==> src/rtl/trace_capture_pkg.sv <==
// Shared types and default constants for the trace capture block.
package trace_capture_pkg;

  typedef enum logic [2:0] {
    ST_IDLE    = 3'd0,
    ST_ARMED   = 3'd1,
    ST_CAPTURE = 3'd2,
    ST_DRAIN   = 3'd3,
    ST_DONE    = 3'd4
  } state_t;

  localparam int TDATA_W        = 64;
  localparam int DEF_DATA_W     = 20;
  localparam int DEF_CNT_W      = 16;
  localparam int DEF_FIFO_DEPTH = 4;
  localparam int TDATA_PAD_W    = TDATA_W - 2 * DEF_DATA_W;

endpackage

==> src/rtl/trace_capture_if.sv <==
// Output sample stream carrying {pad, tri, data} beats.
interface trace_capture_if;
  import trace_capture_pkg::*;

  logic [TDATA_W-1:0] m_tdata;
  logic               m_tvalid;
  logic               m_tready;
  logic               m_tlast;

  modport master (output m_tdata, m_tvalid, m_tlast, input m_tready);
  modport slave  (input m_tdata, m_tvalid, m_tlast, output m_tready);

endinterface

==> src/rtl/trace_capture_fifo.sv <==
// Small first-word-fall-through FIFO; a pop frees space for a push in the same cycle.
module trace_capture_fifo #(
  parameter int WIDTH = 40,
  parameter int DEPTH = 4
) (
  input  logic                     clk,
  input  logic                     resetn,
  input  logic                     push,
  input  logic [WIDTH-1:0]         push_data,
  input  logic                     pop,
  output logic [WIDTH-1:0]         rd_data,
  output logic                     empty,
  output logic                     full,
  output logic [$clog2(DEPTH):0]   count
);

  localparam int AW = $clog2(DEPTH);

  logic [WIDTH-1:0] mem_reg [DEPTH];
  logic [AW-1:0]    wr_ptr_reg;
  logic [AW-1:0]    rd_ptr_reg;
  logic [AW:0]      count_reg;
  logic             do_push;
  logic             do_pop;

  assign empty   = (count_reg == '0);
  // DEPTH is a power of two, so the count MSB alone marks full.
  assign full    = count_reg[AW];
  assign count   = count_reg;
  assign rd_data = mem_reg[rd_ptr_reg];
  assign do_pop  = pop && !empty;
  assign do_push = push && (!full || do_pop);

  always_ff @(posedge clk or negedge resetn) begin
    if (!resetn) begin
      wr_ptr_reg <= '0;
      rd_ptr_reg <= '0;
      count_reg  <= '0;
    end else begin
      if (do_push) wr_ptr_reg <= wr_ptr_reg + 1'b1;
      if (do_pop)  rd_ptr_reg <= rd_ptr_reg + 1'b1;
      case ({do_push, do_pop})
        2'b10:   count_reg <= count_reg + 1'b1;
        2'b01:   count_reg <= count_reg - 1'b1;
        default: count_reg <= count_reg;
      endcase
    end
  end

  always_ff @(posedge clk) begin
    if (do_push) mem_reg[wr_ptr_reg] <= push_data;
  end

endmodule

==> src/rtl/trace_capture.sv <==
// Logic-analyser style capture: synchronise pins, wait for a masked trigger,
// stream a fixed number of {tri, data} samples out through a small FIFO.
module trace_capture
  import trace_capture_pkg::*;
#(
  parameter int DATA_W     = DEF_DATA_W,
  parameter int CNT_W      = DEF_CNT_W,
  parameter int FIFO_DEPTH = DEF_FIFO_DEPTH
) (
  input  logic              clk,
  input  logic              resetn,
  input  logic [DATA_W-1:0] pin_data_i,
  input  logic [DATA_W-1:0] pin_tri_i,
  input  logic              start,
  input  logic              stop,
  input  logic [CNT_W-1:0]  sample_count,
  input  logic [DATA_W-1:0] trig_mask,
  input  logic [DATA_W-1:0] trig_value,
  trace_capture_if.master   m_axis,
  output logic              busy,
  output logic              done,
  output logic              overflow,
  output logic [CNT_W-1:0]  captured,
  output logic [2:0]        state
);

  localparam int PAD_W = TDATA_W - 2 * DATA_W;

  state_t                      state_reg;
  logic [DATA_W-1:0]           sync1_reg;
  logic [DATA_W-1:0]           sync2_reg;
  logic [DATA_W-1:0]           trig_mask_reg;
  logic [DATA_W-1:0]           trig_value_reg;
  logic [CNT_W-1:0]            sample_count_reg;
  logic [CNT_W-1:0]            captured_reg;
  logic                        overflow_reg;

  logic [DATA_W-1:0]           bit_match;
  logic                        trig_hit;
  logic [CNT_W-1:0]            captured_inc;
  logic                        sampling;
  logic                        room;
  logic                        fifo_push;
  logic                        fifo_pop;
  logic                        fifo_empty;
  logic                        fifo_full;
  logic [$clog2(FIFO_DEPTH):0] fifo_count;
  logic [2*DATA_W-1:0]         fifo_rd;

  always_ff @(posedge clk or negedge resetn) begin
    if (!resetn) begin
      sync1_reg <= '0;
      sync2_reg <= '0;
    end else begin
      sync1_reg <= pin_data_i;
      sync2_reg <= sync1_reg;
    end
  end

  // Masked-off bits always match, so a zero mask fires immediately.
  genvar gi;
  for (gi = 0; gi < DATA_W; gi++) begin : g_match
    assign bit_match[gi] = !trig_mask_reg[gi] || (sync2_reg[gi] == trig_value_reg[gi]);
  end
  assign trig_hit = &bit_match;

  assign captured_inc = (captured_reg == '1) ? captured_reg : captured_reg + 1'b1;
  assign sampling     = !stop && ((state_reg == ST_CAPTURE) ||
                                  ((state_reg == ST_ARMED) && trig_hit));
  assign fifo_pop     = !fifo_empty && m_axis.m_tready;
  assign room         = !fifo_full || fifo_pop;
  assign fifo_push    = sampling && room;

  always_ff @(posedge clk or negedge resetn) begin
    if (!resetn) begin
      state_reg        <= ST_IDLE;
      trig_mask_reg    <= '0;
      trig_value_reg   <= '0;
      sample_count_reg <= '0;
      captured_reg     <= '0;
      overflow_reg     <= 1'b0;
    end else begin
      case (state_reg)
        ST_IDLE, ST_DONE: begin
          if (start && (sample_count != '0)) begin
            state_reg        <= ST_ARMED;
            trig_mask_reg    <= trig_mask;
            trig_value_reg   <= trig_value;
            sample_count_reg <= sample_count;
            captured_reg     <= '0;
            overflow_reg     <= 1'b0;
          end
        end
        ST_ARMED, ST_CAPTURE: begin
          if (stop) begin
            state_reg <= (state_reg == ST_ARMED) ? ST_IDLE : ST_DRAIN;
          end else if (sampling) begin
            if (!room) begin
              overflow_reg <= 1'b1;
              state_reg    <= ST_DRAIN;
            end else begin
              captured_reg <= captured_inc;
              state_reg    <= (captured_inc == sample_count_reg) ? ST_DRAIN : ST_CAPTURE;
            end
          end
        end
        ST_DRAIN: begin
          if (fifo_empty) state_reg <= ST_DONE;
        end
        default: state_reg <= ST_IDLE;
      endcase
    end
  end

  trace_capture_fifo #(
    .WIDTH (2 * DATA_W),
    .DEPTH (FIFO_DEPTH)
  ) u_fifo (
    .clk       (clk),
    .resetn    (resetn),
    .push      (fifo_push),
    .push_data ({pin_tri_i, sync2_reg}),
    .pop       (fifo_pop),
    .rd_data   (fifo_rd),
    .empty     (fifo_empty),
    .full      (fifo_full),
    .count     (fifo_count)
  );

  assign m_axis.m_tdata  = {{PAD_W{1'b0}}, fifo_rd};
  assign m_axis.m_tvalid = !fifo_empty;
  // Only the final entry left in DRAIN is the last beat; an empty DRAIN emits none.
  assign m_axis.m_tlast  = (state_reg == ST_DRAIN) &&
                           (fifo_count == {{$clog2(FIFO_DEPTH){1'b0}}, 1'b1});

  assign busy     = (state_reg == ST_ARMED) || (state_reg == ST_CAPTURE) ||
                    (state_reg == ST_DRAIN);
  assign done     = (state_reg == ST_DONE);
  assign overflow = overflow_reg;
  assign captured = captured_reg;
  assign state    = state_reg;

endmodule

==> src/flat_wrapper.sv <==
// flat-port wrapper written by rule: the top's interface ports become plain ports
module trace_capture_flat import trace_capture_pkg::*;
#(
  parameter int DATA_W     = DEF_DATA_W,
  parameter int CNT_W      = DEF_CNT_W,
  parameter int FIFO_DEPTH = DEF_FIFO_DEPTH
)
  (clk, resetn, pin_data_i, pin_tri_i, start, stop, sample_count, trig_mask, trig_value, busy, done, overflow, captured, state, m_axis_m_tdata, m_axis_m_tvalid, m_axis_m_tlast, m_axis_m_tready);
  trace_capture_if m_axis_i ();
  input  logic clk;
  input  logic resetn;
  input  logic [DATA_W-1:0] pin_data_i;
  input  logic [DATA_W-1:0] pin_tri_i;
  input  logic start;
  input  logic stop;
  input  logic [CNT_W-1:0] sample_count;
  input  logic [DATA_W-1:0] trig_mask;
  input  logic [DATA_W-1:0] trig_value;
  output logic busy;
  output logic done;
  output logic overflow;
  output logic [CNT_W-1:0] captured;
  output logic [2:0] state;
  output wire logic [$bits(m_axis_i.m_tdata)-1:0] m_axis_m_tdata;
  output wire logic [$bits(m_axis_i.m_tvalid)-1:0] m_axis_m_tvalid;
  output wire logic [$bits(m_axis_i.m_tlast)-1:0] m_axis_m_tlast;
  input wire logic [$bits(m_axis_i.m_tready)-1:0] m_axis_m_tready;
  assign m_axis_m_tdata = m_axis_i.m_tdata;
  assign m_axis_m_tvalid = m_axis_i.m_tvalid;
  assign m_axis_m_tlast = m_axis_i.m_tlast;
  assign m_axis_i.m_tready = m_axis_m_tready;
  trace_capture #(.DATA_W(DATA_W), .CNT_W(CNT_W), .FIFO_DEPTH(FIFO_DEPTH)) u_core (.clk(clk), .resetn(resetn), .pin_data_i(pin_data_i), .pin_tri_i(pin_tri_i), .start(start), .stop(stop), .sample_count(sample_count), .trig_mask(trig_mask), .trig_value(trig_value), .m_axis(m_axis_i), .busy(busy), .done(done), .overflow(overflow), .captured(captured), .state(state));
endmodule
==> config.mk <==
export PLATFORM = sky130hd
export DESIGN_NAME = trace_capture_flat
export DESIGN_NICKNAME = d
export VERILOG_FILES = /design/src/rtl/trace_capture_pkg.sv /design/src/rtl/trace_capture_if.sv /design/src/rtl/trace_capture_fifo.sv /design/src/rtl/trace_capture.sv /design/src/flat_wrapper.sv
export SDC_FILE = /design/constraint.sdc
export NUM_CORES = 1
export LEC_CHECK = 0
export ABC_AREA = 1
export BUFFER_PORTS_ARGS = -buffer_cell sky130_fd_sc_hd__buf_2
export CAP_MARGIN = 20
export CORE_MARGIN = 2
export CORE_UTILIZATION = 50
export CTS_CLUSTER_SIZE = 24
export DETAILED_ROUTE_END_ITERATION = 8
export GPL_TIMING_DRIVEN = 1
export PLACE_DENSITY = 0.74
export SLEW_MARGIN = 20
export SYNTH_ARGS = -nofsm -noshare
export SYNTH_HDL_FRONTEND = slang
export SYNTH_HIERARCHICAL = 1
export SYNTH_SLANG_ARGS = --single-unit
export TNS_END_PERCENT = 20
==> constraint.sdc <==
create_clock -name clk -period 3.69 [get_ports clk]
set_input_delay 0.738 -clock clk [delete_from_list [all_inputs] [get_ports clk]]
set_output_delay 0.738 -clock clk [all_outputs]
set_load 0.02 [all_outputs]
Word level (Yosys, flattened, before mapping)
Memory sizes are Yosys's and may differ from the RTL's.
Cells that the tools add are included.
Widths: inputs -> output; s select.
{"block": "totals", "reg_bits": 123, "ramBits": 160, "inputBits": 101, "out_inout_bits": 88, "word_cells": 143, "memories": 1}
{"block": "classes", "addsub": 5, "eq_ne": 36, "muxes": 22, "reduce_logical": 68}
{"name": "u_core.u_fifo.mem_reg", "words": 4, "width": 40, "read_ports": 1, "rd_ports_with_merged_regs": 0, "write_ports": 1, "line": "trace_capture_fifo.sv:19", "text": "logic [WIDTH-1:0] mem_reg [DEPTH];"}
{"operator": "$mux 16", "count": 5}
{"operator": "$pmux 16 s2", "count": 1}
{"operator": "$logic_or 1x1->1", "count": 25}
{"operator": "$logic_not 1->1", "count": 23}
{"operator": "$eq 1x1->1", "count": 20}
{"operator": "$reduce_and 20->1", "count": 1}
{"operator": "$add 16x1->16 const B", "count": 1}
{"operator": "$eq 16x16->1", "count": 1}
{"operator": "$eq 16x16->1 const B", "count": 1}
{"operator": "$reduce_bool 16->1", "count": 1}
{"operator": "$mux 3", "count": 5}
{"operator": "$reduce_and 5->1", "count": 2}
{"operator": "$pmux 3 s3", "count": 1}
{"operator": "$logic_and 1x1->1", "count": 8}
{"operator": "$ne 2x1->1 const B", "count": 4}
{"operator": "$mux 1", "count": 7}
{"operator": "$eq 3x1->1 const B", "count": 2}
{"operator": "$eq 3x2->1 const B", "count": 2}
{"operator": "$logic_not 3->1", "count": 2}
{"operator": "$pmux 3 s2", "count": 1}
{"operator": "$add 2x1->2 const B", "count": 2}
{"operator": "$ne 2x2->1 const B", "count": 2}
{"operator": "$reduce_bool 2->1", "count": 2}
{"operator": "$reduce_or 2->1", "count": 2}
{"operator": "other kinds (10)", "count": 10}

Depth between registers and ports, before layout
{"block": "logic_depth", "ltp_word": 10, "mapped_depth": 19, "ltp_nobuf": 18}

Modules after synthesis
The synthesis kept the hierarchy.
{"module": "trace_capture_fifo", "n_inst": 1, "cells_each": 527, "area_per_inst_um2": 6906.6, "seq_area_each_um2": 4979.8}
{"module": "trace_capture", "n_inst": 1, "cells_each": 669, "area_per_inst_um2": 5430.2, "seq_area_each_um2": 2902.8}

Worst setup path after synthesis
OpenSTA, ideal clock, no wires.
{"block": "synth_path", "path_type": "register to register", "start": "reg u_core.state_reg[1] (netlist: u_core/state[1])", "end": "mem u_core.u_fifo.mem_reg[0][0] (enable)", "setup_ns": 0.437, "t_arrival_ns": 3.420, "required_time_ns": 3.253, "setup_slack_ns": -0.168, "stages_incl_launch_ff": 11, "n_path_buf": 1, "period_less_slack_ns": 3.858, "cell_sequence": "dfrtp_1 > nor3_2 > nand2_1 > nor4_1 > nand3_1 > nand2_1 > nand2_1 > clkinv_1 > buf_2 > o21ai_2 > nor2_1"}
{"block": "synth_between", "elab_chain_len": 8, "elab_cells_between_ends": 9}
{"item": "start, declared", "line": "trace_capture.sv:29", "text": "state_t state_reg;"}
{"item": "start signal, assigned", "line": "trace_capture.sv:96", "text": "state_reg <= (state_reg == ST_ARMED) ? ST_IDLE : ST_DRAIN;"}
{"item": "start signal, assigned", "line": "trace_capture.sv:103", "text": "state_reg <= (captured_inc == sample_count_reg) ? ST_DRAIN : ST_CAPTURE;"}
{"item": "$eq 3x1->1", "line": "trace_capture.sv:69", "text": "((state_reg == ST_ARMED) && trig_hit));"}
{"item": "$logic_and 1x1->1", "line": "trace_capture.sv:69"}
{"item": "$logic_or 1x1->1 (*)", "line": "trace_capture.sv:68", "text": "assign sampling = !stop && ((state_reg == ST_CAPTURE) ||"}
{"item": "$logic_and 1x1->1 (*)", "line": "trace_capture.sv:68"}
{"item": "$logic_and 1x1->1 (*)", "line": "trace_capture.sv:72", "text": "assign fifo_push = sampling && room;"}
{"item": "via u_core.fifo_push", "line": "trace_capture.sv:43", "text": "logic fifo_push;"}
{"item": "$logic_and 1x1->1 (*)", "line": "trace_capture_fifo.sv:32", "text": "assign do_push = push && (!full || do_pop);"}
{"item": "$mux 1 (*)", "line": "trace_capture_fifo.sv:51", "text": "if (do_push) mem_reg[wr_ptr_reg] <= push_data;"}
{"item": "$mux 1 (not written as such) (*)", "line": "trace_capture_fifo.sv:51"}
{"item": "end, declared", "line": "trace_capture_fifo.sv:19"}
The timed path passes the listed nets; every way through them passes the cells marked *.

Final worst setup path
{"block": "layout_path", "start": "reg u_core.u_fifo.rd_ptr_reg[1]", "end": "out m_axis_m_tdata[31]"}
{"block": "layout_between", "elab_chain_len": 1}
{"item": "start, declared", "line": "trace_capture_fifo.sv:21", "text": "logic [AW-1:0] rd_ptr_reg;"}
{"item": "start signal, assigned", "line": "trace_capture_fifo.sv:41", "text": "if (do_pop) rd_ptr_reg <= rd_ptr_reg + 1'b1;"}
{"item": "$mem_v2 4x40"}
{"item": "end, declared", "line": "flat_wrapper.sv:24", "text": "output wire logic [$bits(m_axis_i.m_tdata)-1:0] m_axis_m_tdata;"}
No other way between the ends.

==> flow_summary.json <==
{
  "status": "complete, no violations",
  "hp-class": "in -> async",
  "layout-drive-gt1-share_pct": 20.93,
  "row_count": 57,
  "start_util_pct": 50.88,
  "finalHoldViolations": 0,
  "grt_max_degree": 105,
  "dieArea_mm2": 0.02595,
  "synthCells": 1196,
  "drv_cap": 0,
  "portBuffers": 164,
  "clk_path_buf_depth": 3,
  "dp_hpwl_um": 17050,
  "drt-initial-drc-count": 594,
  "rsz0062_at_grt": "false",
  "num_io_pins": 189,
  "endpoint_kind": "output port",
  "cts_root_buf": "clkbuf_16",
  "die_w_um": 161.1,
  "synth_area_mm2": 0.01234,
  "fin_skew_ns": 0.01860,
  "areaGrowthSynthToFinish_pct": 16.34,
  "routedWlPerCell_um": 15.31,
  "wirelength_um": 26110,
  "cts.sinks": 283,
  "first_pass_iters": 6,
  "clock_latency_ns": 0.54,
  "holdBufCountCts": 0,
  "worstSetupPathType": "reg -> out",
  "yosys.cell_types.count": 40,
  "final_nets": 1467,
  "largest_register_ffs": 160,
  "overflow": 0,
  "required_ns": 2.95,
  "track_usage_pct": 20.13,
  "period_share_pct": 78.76,
  "slew_viol_final": 0,
  "layout_common_cells": "nand2_1, buf_2, edfxtp_1",
  "cts_made_buffers": 28,
  "syn_avg_cell_area_um2": 10.32,
  "final_common_cell": "nand2_1",
  "fin_tns_setup_ns": 0,
  "vias": 8576,
  "worst_pin_slew_ns": 1.048,
  "ff2ff_setup_slack_ns": 0.82,
  "grt_pass1_wl_um": 41590,
  "grt_pass1_vias": 8077,
  "final-setup-viol-count": 0,
  "gp_congestion": 0.8784,
  "yosysWarnings": 6,
  "die_h_um": 161.1,
  "diodes": 0,
  "cts_tree": "yes",
  "critPathLaunchType": "flop",
  "cp_data_arrival_time_ns": 2.17,
  "worst-path-max-fanout": 29,
  "slew_headroom_pct": 29.95,
  "synth_seq_cells": 283,
  "fin_crit_ns": 2.906,
  "drcViolationCount": 0,
  "clk_pin_slew_worst_paths_ns": 0.07,
  "synth_seq_area_share_pct": 63.89,
  "viasPerCell": 5.030,
  "vdd_drop_max_uv": 438.2,
  "fillers": 2000,
  "cts_max_level": 1,
  "post-cts-setup-buffer-count": 0,
  "fp.coreArea_mm2": 0.02425,
  "antenna_left": 0,
  "max_freq_mhz": 344.1,
  "power_leakage_uw": 0.006652,
  "antenna_found_initial": 0,
  "powerDensity_mw_per_mm2": 727.7,
  "ctsResizeCount": 0,
  "worst_hold_slack_ns": 0.2279
}
-- final timing paths --
path	from	end	cells past startpoint
max	u_core/u_fifo/rd_ptr_reg[1]$_DFFE_PN0P_	m_axis_m_tdata[31]	5
min	resetn	u_core/sync1_reg[17]$_DFF_PN0_	1
max reg2reg	u_core/state[2]$_DFFE_PN0P_	u_core/captured[2]$_DFFE_PN0P_	9
min reg2reg	u_core/sync1_reg[6]$_DFF_PN0_	u_core/sync2_reg[6]$_DFF_PN0_	0
max in group asynchronous	resetn	u_core/sync2_reg[1]$_DFF_PN0_	2
min in group clk	pin_data_i[17]	u_core/sync1_reg[17]$_DFF_PN0_	1
-- cell usage after synthesis, drive strengths merged --
cell type / instances / share of area [%]
nand2: 403 / 12
edfxtp: 160 / 39
inv: 156 / 4.7
dfrtp: 123 / 25
o211ai: 81 / 5.7
nand3: 57 / 2.5
buf: 52 / 3.2
nor2: 46 / 1.6
o21ai: 42 / 1.7
clkbuf: 16 / 0.49
nand4: 13 / 0.66
or2: 9 / 0.46
a21oi: 7 / 0.34
nor4: 7 / 0.35
ha: 6 / 0.61
xor2: 4 / 0.28
xnor2: 3 / 0.21
clkinv: 2 / 0.061
nand3b: 2 / 0.12
nor3: 2 / 0.12
a21boi: 1 / 0.061
a31oi: 1 / 0.051
conb: 1 / 0.030
fa: 1 / 0.16
o22ai: 1 / 0.051
-- cells by family after synthesis --
| group | count (synthesis) | share of synthesized area (%) |
|---|---|---|
| other | 1 | 0.03040 |
| buffers and inverters | 226 | 8.529 |
| adders and majority gates | 7 | 0.7708 |
| AOI/OAI and AO/OA | 133 | 7.941 |
| and+or+nand+nor | 539 | 18.34 |
| DFF | 283 | 63.89 |
| xor gates and xnor gates | 7 | 0.4970 |
-- final cells by class --
| cell class | instances | area, um2 | share of cell area, % |
|---|---|---|---|
| Clock buffer | 30 | 729.5 | 5.082 |
| Multi-Input combinational cell | 710 | 3518 | 24.51 |
| Timing Repair Buffer | 178 | 965.9 | 6.730 |
| Sequential cell | 283 | 7884 | 54.93 |
| Inverter | 158 | 595.6 | 4.150 |
| Clock inverter | 22 | 254.0 | 1.770 |
| Tap cell | 324 | 405.4 | 2.825 |
-- stage by stage --
step / std cells / instance area [um2] / total power [uW] / util (%) / worst slack (ns)
global route: 1705 / 14350 / 11080 / 59.19 / 0.5959
detailed placement: 1653 / 13370 / 7514 / 55.13 / 0.8473
floorplan: 1219 / 12420 / 6584 / - / -0.1676
CTS: 1705 / 14350 / 10540 / 59.19 / 0.7531
global placement: 1653 / 13370 / 7425 / 55.13 / 0.8192
finish: 1705 / 14350 / 10440 / 59.19 / 0.7839
-- routing by layer --
layer  part of all wire, %  GRT usage (%)  wire length (um)  vias to the layer above
met4                   2.2          5.073               584                        0
met2                    47          32.77             12380                      276
met3                   6.4          3.210              1677                       42
met5                     0              0                 0                        -
li1                      -              -                 -                     4206
met1                    44          28.63             11470                     4052
-- power by group --
group	internal, uW	switching (uW)	total, uW
clock	1840	1150	2990
combinational	1060	2300	3360
sequential	3800	295	4090
-- critical path: stages (launching register included) --
cell      delay (ns)
dfrtp_2         0.40
inv_2           0.49
buf_4           0.36
o211ai_2        0.11
nand2_1         0.09
buf_2           0.17
Note: power is estimated with default switching activity, not from simulation.
